[src/rtl/div_op_sequencer_pkg.sv]
// Shared types for the divider operand sequencer: FSM state encoding, debug view
// and the quotient pattern reported for a zero divisor.
package div_seq_pkg;

  localparam int STATE_W = 3;
  localparam int MAX_P   = 64;

  // All-ones quotient marks a divide-by-zero result; sliced down to P bits by users.
  localparam logic [MAX_P-1:0] DZ_QUOTIENT = '1;

  typedef enum logic [STATE_W-1:0] {
    IDLE  = 3'd0,
    CLR   = 3'd1,
    START = 3'd2,
    WAIT  = 3'd3,
    DZ    = 3'd4,
    OUT   = 3'd5
  } state_e;

  typedef struct packed {
    state_e      state;
    logic [15:0] wait_cnt;
  } dbg_t;

endpackage

[src/rtl/div_op_sequencer_if.sv]
// Operand, result and divider-side signals of div_op_sequencer. Handshakes: a
// transfer happens on a clock edge where valid && ready; valid holds until then.
interface div_op_sequencer_if #(
  parameter int N = 8,
  parameter int P = 8
);
  logic         in_valid;
  logic         in_ready;
  logic [N-1:0] in_x;
  logic [N-1:0] in_y;
  logic         out_valid;
  logic         out_ready;
  logic [P-1:0] out_quotient;
  logic [P-1:0] out_remainder;
  logic         out_dz;
  logic         busy;
  logic         div_reset;
  logic         div_start;
  logic [N-1:0] div_x;
  logic [N-1:0] div_y;
  logic         div_done;
  logic [P-1:0] div_quotient;
  logic [P-1:0] div_remainder;
`ifdef DIV_TIMEOUT_EN
  logic         out_timeout;
`endif

  modport slave (
`ifdef DIV_TIMEOUT_EN
    output out_timeout,
`endif
    input  in_valid, in_x, in_y, out_ready, div_done, div_quotient, div_remainder,
    output in_ready, out_valid, out_quotient, out_remainder, out_dz, busy,
    output div_reset, div_start, div_x, div_y
  );

  modport master (
`ifdef DIV_TIMEOUT_EN
    input  out_timeout,
`endif
    output in_valid, in_x, in_y, out_ready, div_done, div_quotient, div_remainder,
    input  in_ready, out_valid, out_quotient, out_remainder, out_dz, busy,
    input  div_reset, div_start, div_x, div_y
  );

endinterface

[src/rtl/div_op_sequencer_op_fifo.sv]
// Small operand FIFO; DEPTH must be a power of two so the pointers wrap for free.
module op_fifo #(
  parameter int W     = 16,
  parameter int DEPTH = 4
) (
  input  logic                       clk,
  input  logic                       reset,
  input  logic                       i_push,
  input  logic                       i_pop,
  input  logic [W-1:0]               i_wdata,
  output logic [W-1:0]               o_rdata,
  output logic [$clog2(DEPTH):0]     o_count,
  output logic                       o_full,
  output logic                       o_empty
);
  localparam int AW = $clog2(DEPTH);
  localparam int CW = AW + 1;

  logic [W-1:0]  r_mem [DEPTH];
  logic [AW-1:0] r_wr_ptr;
  logic [AW-1:0] r_rd_ptr;
  logic [CW-1:0] r_count;
  logic          w_do_push;
  logic          w_do_pop;

  assign o_full    = (r_count == CW'(DEPTH));
  assign o_empty   = (r_count == '0);
  assign o_count   = r_count;
  assign o_rdata   = r_mem[r_rd_ptr];
  assign w_do_push = i_push && !o_full;
  assign w_do_pop  = i_pop && !o_empty;

  always_ff @(posedge clk) begin
    if (!reset) begin
      r_wr_ptr <= '0;
      r_rd_ptr <= '0;
      r_count  <= '0;
    end else begin
      if (w_do_push) r_wr_ptr <= r_wr_ptr + AW'(1);
      if (w_do_pop)  r_rd_ptr <= r_rd_ptr + AW'(1);
      // Push and pop together leave the occupancy unchanged.
      case ({w_do_push, w_do_pop})
        2'b10:   r_count <= r_count + CW'(1);
        2'b01:   r_count <= r_count - CW'(1);
        default: r_count <= r_count;
      endcase
    end
  end

  always_ff @(posedge clk) begin
    if (w_do_push) r_mem[r_wr_ptr] <= i_wdata;
  end

endmodule

[src/rtl/div_op_sequencer.sv]
// Sequences buffered (x, y) pairs through an external restoring divider and returns
// quotient/remainder; zero divisors bypass the divider. DIV_TIMEOUT_EN adds a WAIT abort.
module div_op_sequencer
  import div_seq_pkg::*;
#(
  parameter int N       = 8,
  parameter int P       = 8,
  parameter int DEPTH   = 4,
  parameter int TIMEOUT = 64
) (
  input  logic                clk,
  input  logic                reset,
  div_op_sequencer_if.slave   bus,
  output dbg_t                o_dbg
);
  localparam int CW   = $clog2(DEPTH) + 1;
  localparam int TO_W = $clog2(TIMEOUT) + 1;

  state_e          r_state;
  state_e          w_next;
  logic [N-1:0]    r_op_x;
  logic [N-1:0]    r_op_y;
  logic [P-1:0]    r_quot;
  logic [P-1:0]    r_rem;
  logic            r_valid;
  logic            r_dz;
  logic [TO_W-1:0] r_wait_cnt;
  logic            w_push;
  logic            w_pop;
  logic            w_full;
  logic            w_empty;
  logic [CW-1:0]   w_count;
  logic [2*N-1:0]  w_head;
  logic [N-1:0]    w_head_x;
  logic [N-1:0]    w_head_y;
  logic            w_timeout_hit;

  assign w_push   = bus.in_valid && bus.in_ready;
  assign w_pop    = (r_state == IDLE) && !w_empty;
  assign w_head_x = w_head[2*N-1:N];
  assign w_head_y = w_head[N-1:0];

  op_fifo #(.W(2*N), .DEPTH(DEPTH)) u_fifo (
    .clk     (clk),
    .reset   (reset),
    .i_push  (w_push),
    .i_pop   (w_pop),
    .i_wdata ({bus.in_x, bus.in_y}),
    .o_rdata (w_head),
    .o_count (w_count),
    .o_full  (w_full),
    .o_empty (w_empty)
  );

`ifdef DIV_TIMEOUT_EN
  assign w_timeout_hit = (r_wait_cnt == TO_W'(TIMEOUT - 1));
`else
  assign w_timeout_hit = 1'b0;
`endif

  always_comb begin
    w_next = r_state;
    case (r_state)
      IDLE:    if (!w_empty) w_next = (w_head_y == '0) ? DZ : CLR;
      CLR:     w_next = START;
      START:   w_next = WAIT;
      WAIT:    if (bus.div_done || w_timeout_hit) w_next = OUT;
      DZ:      w_next = OUT;
      OUT:     if (bus.out_ready) w_next = IDLE;
      default: w_next = IDLE;
    endcase
  end

  always_ff @(posedge clk) begin
    if (!reset) r_state <= IDLE;
    else        r_state <= w_next;
  end

  always_ff @(posedge clk) begin
    if (!reset) begin
      r_op_x <= '0;
      r_op_y <= '0;
    end else if (w_pop) begin
      r_op_x <= w_head_x;
      r_op_y <= w_head_y;
    end
  end

  // Counts cycles spent in WAIT; saturates so a stuck divider cannot wrap it.
  always_ff @(posedge clk) begin
    if (!reset || r_state != WAIT) r_wait_cnt <= '0;
    else if (r_wait_cnt != '1)     r_wait_cnt <= r_wait_cnt + TO_W'(1);
  end

  always_ff @(posedge clk) begin
    if (!reset) begin
      r_valid <= 1'b0;
      r_dz    <= 1'b0;
      r_quot  <= '0;
      r_rem   <= '0;
    end else begin
      case (r_state)
        WAIT: begin
          if (bus.div_done) begin
            r_quot  <= bus.div_quotient;
            r_rem   <= bus.div_remainder;
            r_dz    <= 1'b0;
            r_valid <= 1'b1;
          end else if (w_timeout_hit) begin
            r_quot  <= '0;
            r_rem   <= '0;
            r_dz    <= 1'b0;
            r_valid <= 1'b1;
          end
        end
        DZ: begin
          r_quot  <= DZ_QUOTIENT[P-1:0];
          r_rem   <= P'(r_op_x);
          r_dz    <= 1'b1;
          r_valid <= 1'b1;
        end
        OUT:     if (bus.out_ready) r_valid <= 1'b0;
        default: ;
      endcase
    end
  end

`ifdef DIV_TIMEOUT_EN
  logic r_timeout;

  always_ff @(posedge clk) begin
    if (!reset) r_timeout <= 1'b0;
    else if (r_state == WAIT && !bus.div_done && w_timeout_hit) r_timeout <= 1'b1;
    else if (r_state == OUT && bus.out_ready) r_timeout <= 1'b0;
  end

  assign bus.out_timeout = r_timeout;
`endif

  assign bus.in_ready      = reset && !w_full;
  assign bus.out_valid     = r_valid;
  assign bus.out_quotient  = r_quot;
  assign bus.out_remainder = r_rem;
  assign bus.out_dz        = r_dz;
  assign bus.busy          = (r_state != IDLE) || (w_count != '0);
  assign bus.div_reset     = !reset || (r_state == CLR);
  assign bus.div_start     = (r_state == START);
  assign bus.div_x         = r_op_x;
  assign bus.div_y         = r_op_y;

  assign o_dbg.state    = r_state;
  assign o_dbg.wait_cnt = 16'(r_wait_cnt);

endmodule

[src/flat_wrapper.sv]
// flat-port wrapper written by rule: the top's interface ports become plain ports
module div_op_sequencer_flat import div_seq_pkg::*;
#(
  parameter int N       = 8,
  parameter int P       = 8,
  parameter int DEPTH   = 4,
  parameter int TIMEOUT = 64
)
  (clk, reset, o_dbg, bus_in_valid, bus_in_x, bus_in_y, bus_out_ready, bus_div_done, bus_div_quotient, bus_div_remainder, bus_in_ready, bus_out_valid, bus_out_quotient, bus_out_remainder, bus_out_dz, bus_busy, bus_div_reset, bus_div_start, bus_div_x, bus_div_y);
  div_op_sequencer_if #(.N(N), .P(P)) bus_i ();
  input  logic clk;
  input  logic reset;
  output dbg_t o_dbg;
  input wire logic [$bits(bus_i.in_valid)-1:0] bus_in_valid;
  input wire logic [$bits(bus_i.in_x)-1:0] bus_in_x;
  input wire logic [$bits(bus_i.in_y)-1:0] bus_in_y;
  input wire logic [$bits(bus_i.out_ready)-1:0] bus_out_ready;
  input wire logic [$bits(bus_i.div_done)-1:0] bus_div_done;
  input wire logic [$bits(bus_i.div_quotient)-1:0] bus_div_quotient;
  input wire logic [$bits(bus_i.div_remainder)-1:0] bus_div_remainder;
  output wire logic [$bits(bus_i.in_ready)-1:0] bus_in_ready;
  output wire logic [$bits(bus_i.out_valid)-1:0] bus_out_valid;
  output wire logic [$bits(bus_i.out_quotient)-1:0] bus_out_quotient;
  output wire logic [$bits(bus_i.out_remainder)-1:0] bus_out_remainder;
  output wire logic [$bits(bus_i.out_dz)-1:0] bus_out_dz;
  output wire logic [$bits(bus_i.busy)-1:0] bus_busy;
  output wire logic [$bits(bus_i.div_reset)-1:0] bus_div_reset;
  output wire logic [$bits(bus_i.div_start)-1:0] bus_div_start;
  output wire logic [$bits(bus_i.div_x)-1:0] bus_div_x;
  output wire logic [$bits(bus_i.div_y)-1:0] bus_div_y;
  assign bus_i.in_valid = bus_in_valid;
  assign bus_i.in_x = bus_in_x;
  assign bus_i.in_y = bus_in_y;
  assign bus_i.out_ready = bus_out_ready;
  assign bus_i.div_done = bus_div_done;
  assign bus_i.div_quotient = bus_div_quotient;
  assign bus_i.div_remainder = bus_div_remainder;
  assign bus_in_ready = bus_i.in_ready;
  assign bus_out_valid = bus_i.out_valid;
  assign bus_out_quotient = bus_i.out_quotient;
  assign bus_out_remainder = bus_i.out_remainder;
  assign bus_out_dz = bus_i.out_dz;
  assign bus_busy = bus_i.busy;
  assign bus_div_reset = bus_i.div_reset;
  assign bus_div_start = bus_i.div_start;
  assign bus_div_x = bus_i.div_x;
  assign bus_div_y = bus_i.div_y;
  div_op_sequencer #(.N(N), .P(P), .DEPTH(DEPTH), .TIMEOUT(TIMEOUT)) u_core (.clk(clk), .reset(reset), .bus(bus_i), .o_dbg(o_dbg));
endmodule
[config.mk]
export PLATFORM = sky130hd
export DESIGN_NAME = div_op_sequencer_flat
export DESIGN_NICKNAME = d
export VERILOG_FILES = /design/src/rtl/div_op_sequencer_pkg.sv /design/src/rtl/div_op_sequencer_if.sv /design/src/rtl/div_op_sequencer_op_fifo.sv /design/src/rtl/div_op_sequencer.sv /design/src/flat_wrapper.sv
export SDC_FILE = /design/constraint.sdc
export NUM_CORES = 1
export LEC_CHECK = 0
export CORE_MARGIN = 1.5
export CORE_UTILIZATION = 32
export DETAILED_ROUTE_END_ITERATION = 8
export DONT_BUFFER_PORTS = 1
export PLACE_DENSITY = 0.51
export SLEW_MARGIN = 20
export SYNTH_ARGS = -nofsm -noshare
export SYNTH_HDL_FRONTEND = slang
export SYNTH_SLANG_ARGS = --single-unit
[constraint.sdc]
create_clock -name clk -period 3.09 [get_ports clk]
set_clock_uncertainty 0.1 [all_clocks]
set_input_delay 0.618 -clock clk [delete_from_list [all_inputs] [get_ports clk]]
set_output_delay 0.618 -clock clk [all_outputs]
set_load 0.01 [all_outputs]
==> results.md <==
- Worst Hold Class: primary input to register
- Minimum hold slack: roughly 200 ps
- Critical path capture point type: register
- Number of buffers added to fix hold violations after cts: 0
- Static Leak: roughly 2.1 nW
- Share of power burned in combinational logic: 0.188
- Final Instance Area: about 0.0054 mm2
- Final setup violation count: 0
- Post-cts sizing count: 0
- Synthesized area per cell: 13.73 um2
- Count of pins over their slew limit: 0
- IO Count: 94
- Overall die width: between 100 and 150 um
- Crit path time final: 2556 ps
- # placed instances: 519
- CTS root buffer: sky130_fd_sc_hd__clkbuf_16
- Number of antenna violations at the first check in global routing: 0
- Proportion of power drawn by the clock network: 0.372
- Transition time of the tightest slew-check pin: approximately 830 ps
- Required time at the endpoint of the critical path: 3320 ps
- 1st-pass router iterations: 4
- Wire length after detailed routing: a little under 9 mm
- IO buf count: 0
- Wire length on met2: about 3.9 mm
- Worst-skew pair later-pin latency: 410 ps
- Total routing resource utilization after global routing: 0.1195
- Routed Antenna Nets: 0
- Switch share: 0.3018
- Result of the run: finished, final reports clean
- Routed met1 length: 3.775 mm
- Number of global-route vias before repair: 2648
- Switching power of the nets: around 1.4 mW
- Fraction of power consumed by sequential logic: 0.440
- Post-DP HPWL: 5.947 mm
- Number of nets in the layout: about 400
- Last weighted congestion value of the routability-driven placer: about 0.72
- Count of distinct cell types in the synthesized netlist: 43
- Die Footprint: 0.01554 mm2
- Final hold violations: 0
- Summed negative setup slack over all endpoints: 0 ps
- # H-tree levels: 4
- Post-detailed-placement cell area: about 0.0049 mm2
- Flop2flop setup slack: 530 ps
- Worst-case vdd ir drop: around 0.00036 V
- Share of flip-flops with an asynchronous set or reset: 0
- Seq/Total Area, Yosys: 0.6299
- Average routed wire per standard cell: around 16 um
- Buffer levels on the longest clock path: 2
- DRT iter0 DRCs: 131
- Clock-pin slew on the worst setup and hold paths: ~60 ps
- Final period util: 0.8272
- Post-CTS Setup Bufs: 0
- Die height: 124.7 um
- Number of flops mapped to enable cells by yosys: 64
- YS warnings: 0
- Uppermost signal routing layer after detailed routing: met4
- Max-capacitance violation count: 0
- Global-route wire length before repair: 14.23 mm
- CP Max Fanout: 18
- Max Freq: roughly 0.4 GHz
- Via count normalized by instance count: roughly 4.7
- Number of remaining DRC errors: 0
- P&R area growth vs syn: 14.69%
- Cell row count: 44
- Post-Syn Instances: between 300 and 400
- Synth Flop Type: sky130_fd_sc_hd__edfxtp_1
- Starting Density: 0.3271
- Inserted Diodes: 0
- Cell area after synthesis: 0.004736 mm2
- Layout cells sized above 1: 0.1580
- Met3 Routed Length: approximately 1.0 mm
- Core box area: roughly 0.014 mm2
- Sum of overflow across all layers after global routing: 0
- Headroom to the max-slew limit: 0.4452
- Cell Pwr Density: between 800 and 900 mW/mm2
- Sink count of the clock tree: roughly 120
- Critical path arrival: around 2800 ps
- Number of register bits inferred by synthesis: approximately 120
- Finished Layout Cells: ~550
- Critical path launch point type: register
- Largest net degree at the start of global routing: just over 50
- Clock tree from TritonCTS: done
- Kind of critical path: register to register
- Count of vias placed by the detailed router: ~2600
- Unrepaired setup endpoints after global routing: no
- Int Pwr: between 3 and 4 mW
- Clock buffer count from CTS: 17
==> flip-flops by register name, summed over array words and instances, names as in the netlist, 2 cells and up, named ones only <==
register                  flops
u_core.r_wait_cnt             7
u_core.u_fifo.r_rd_ptr        2
u_core.u_fifo.r_wr_ptr        2
u_core.u_fifo.r_mem          64
u_core.u_fifo.o_count         3
u_core.bus.out_quotient       8
u_core.bus.out_remainder      8
u_core.r_state                3
u_core.bus.div_x              8
u_core.bus.div_y              8
==> Yosys cell counts, drive strengths merged (8+ instances only) <==
master / instances / area, um2
clkbuf: 11 / 41.29
buf: 17 / 131.4
nand2: 49 / 183.9
a21boi: 26 / 195.2
inv: 10 / 37.53
mux4: 16 / 367.9
nor2: 9 / 33.78
o211a: 8 / 80.08
edfxtp: 64 / 1922
mux2i: 17 / 170.2
and2: 12 / 75.07
dfxtp: 53 / 1061
==> critical path: stages, from the launching register on <==
cell                       delay, ps
sky130_fd_sc_hd__dfxtp_1         420
sky130_fd_sc_hd__nor3_1          300
sky130_fd_sc_hd__nand2_1         120
sky130_fd_sc_hd__inv_2           250
sky130_fd_sc_hd__ha_1            240
sky130_fd_sc_hd__inv_1            60
sky130_fd_sc_hd__fa_1            380
sky130_fd_sc_hd__xor2_1          160
sky130_fd_sc_hd__or3_1           300
sky130_fd_sc_hd__a21boi_1        150
==> routing by layer <==
layer / vias up / GRT usage
met4: 0 / 0.04260
met5: - / 0
met2: 98 / 0.1800
li1: 1260 / -
met1: 1215 / 0.1382
met3: 12 / 0.07474
==> cell families after synthesis <==
family / after synthesis / share of synthesized area
buf+inv: 38 / 0.04438
mux: 33 / 0.1136
other cells: 1 / 0.0007918
fa+ha+maj: 7 / 0.02008
flops: 117 / 0.6299
compound gates: 53 / 0.08560
xor+xnor: 8 / 0.01480
simple gates: 88 / 0.09088
==> placed cells by master (no fill, tap or decap), types with 3 or more instances in the layout <==
cell type and count:
sky130_fd_sc_hd__inv_1 9, sky130_fd_sc_hd__clkbuf_16 17, sky130_fd_sc_hd__a31oi_1 3, sky130_fd_sc_hd__o21ai_0 6, sky130_fd_sc_hd__nor2_1 9, sky130_fd_sc_hd__mux4_2 14, sky130_fd_sc_hd__edfxtp_1 64, sky130_fd_sc_hd__a21boi_1 26
sky130_fd_sc_hd__nand2_1 49, sky130_fd_sc_hd__dfxtp_1 53, sky130_fd_sc_hd__and2_1 12, sky130_fd_sc_hd__inv_6 3, sky130_fd_sc_hd__mux2i_1 17, sky130_fd_sc_hd__clkinvlp_4 6, sky130_fd_sc_hd__clkinv_2 3, sky130_fd_sc_hd__buf_4 10
sky130_fd_sc_hd__o211a_1 8, sky130_fd_sc_hd__nand4_1 3, sky130_fd_sc_hd__nand2b_1 3, sky130_fd_sc_hd__xnor2_1 7, sky130_fd_sc_hd__ha_1 6, sky130_fd_sc_hd__conb_1 9
==> final timing paths <==
check                                 start                   endpoint  cells after the start
setup reg to reg          u_core.r_state[0]   u_core.u_fifo.o_count[2]                      9
setup / recovery          u_core.r_state[0]   u_core.u_fifo.o_count[2]                      9
hold / removal                  bus_in_y[2]  u_core.u_fifo.r_mem[3][2]                      0
hold reg to reg   u_core.u_fifo.r_wr_ptr[1]  u_core.u_fifo.r_wr_ptr[1]                      2
==> stage by stage <==
step,total power [mW],util,setup WS [ps]
after floorplan,2.779,-,475.5
after global routing,4.913,0.3751,292.3
final,4.646,0.3751,533.8
after detailed placement,2.977,0.3383,531.8
after CTS,4.713,0.3751,518.3
after global placement,2.946,0.3383,659.5
==> layout make-up <==
type	count	area, um2
multi-input cells	198	1573
repair buffers	10	75.07
well taps	184	230.2
clock inverters	15	107.6
fillers	1395	9047
inverters	10	37.54
flip-flops and latches	117	2983
clock buffers	17	425.4
==> power by group through the flow <==
stage,combinational [mW],sequential (mW),clock (mW)
floorplan,0.787,1.99,0
detailed placement,0.893,2.08,0
global placement,0.869,2.08,0
CTS,0.896,2.05,1.76
finish,0.874,2.04,1.73
global route,1.00,2.08,1.83
(Power assumes the default switching activity.)
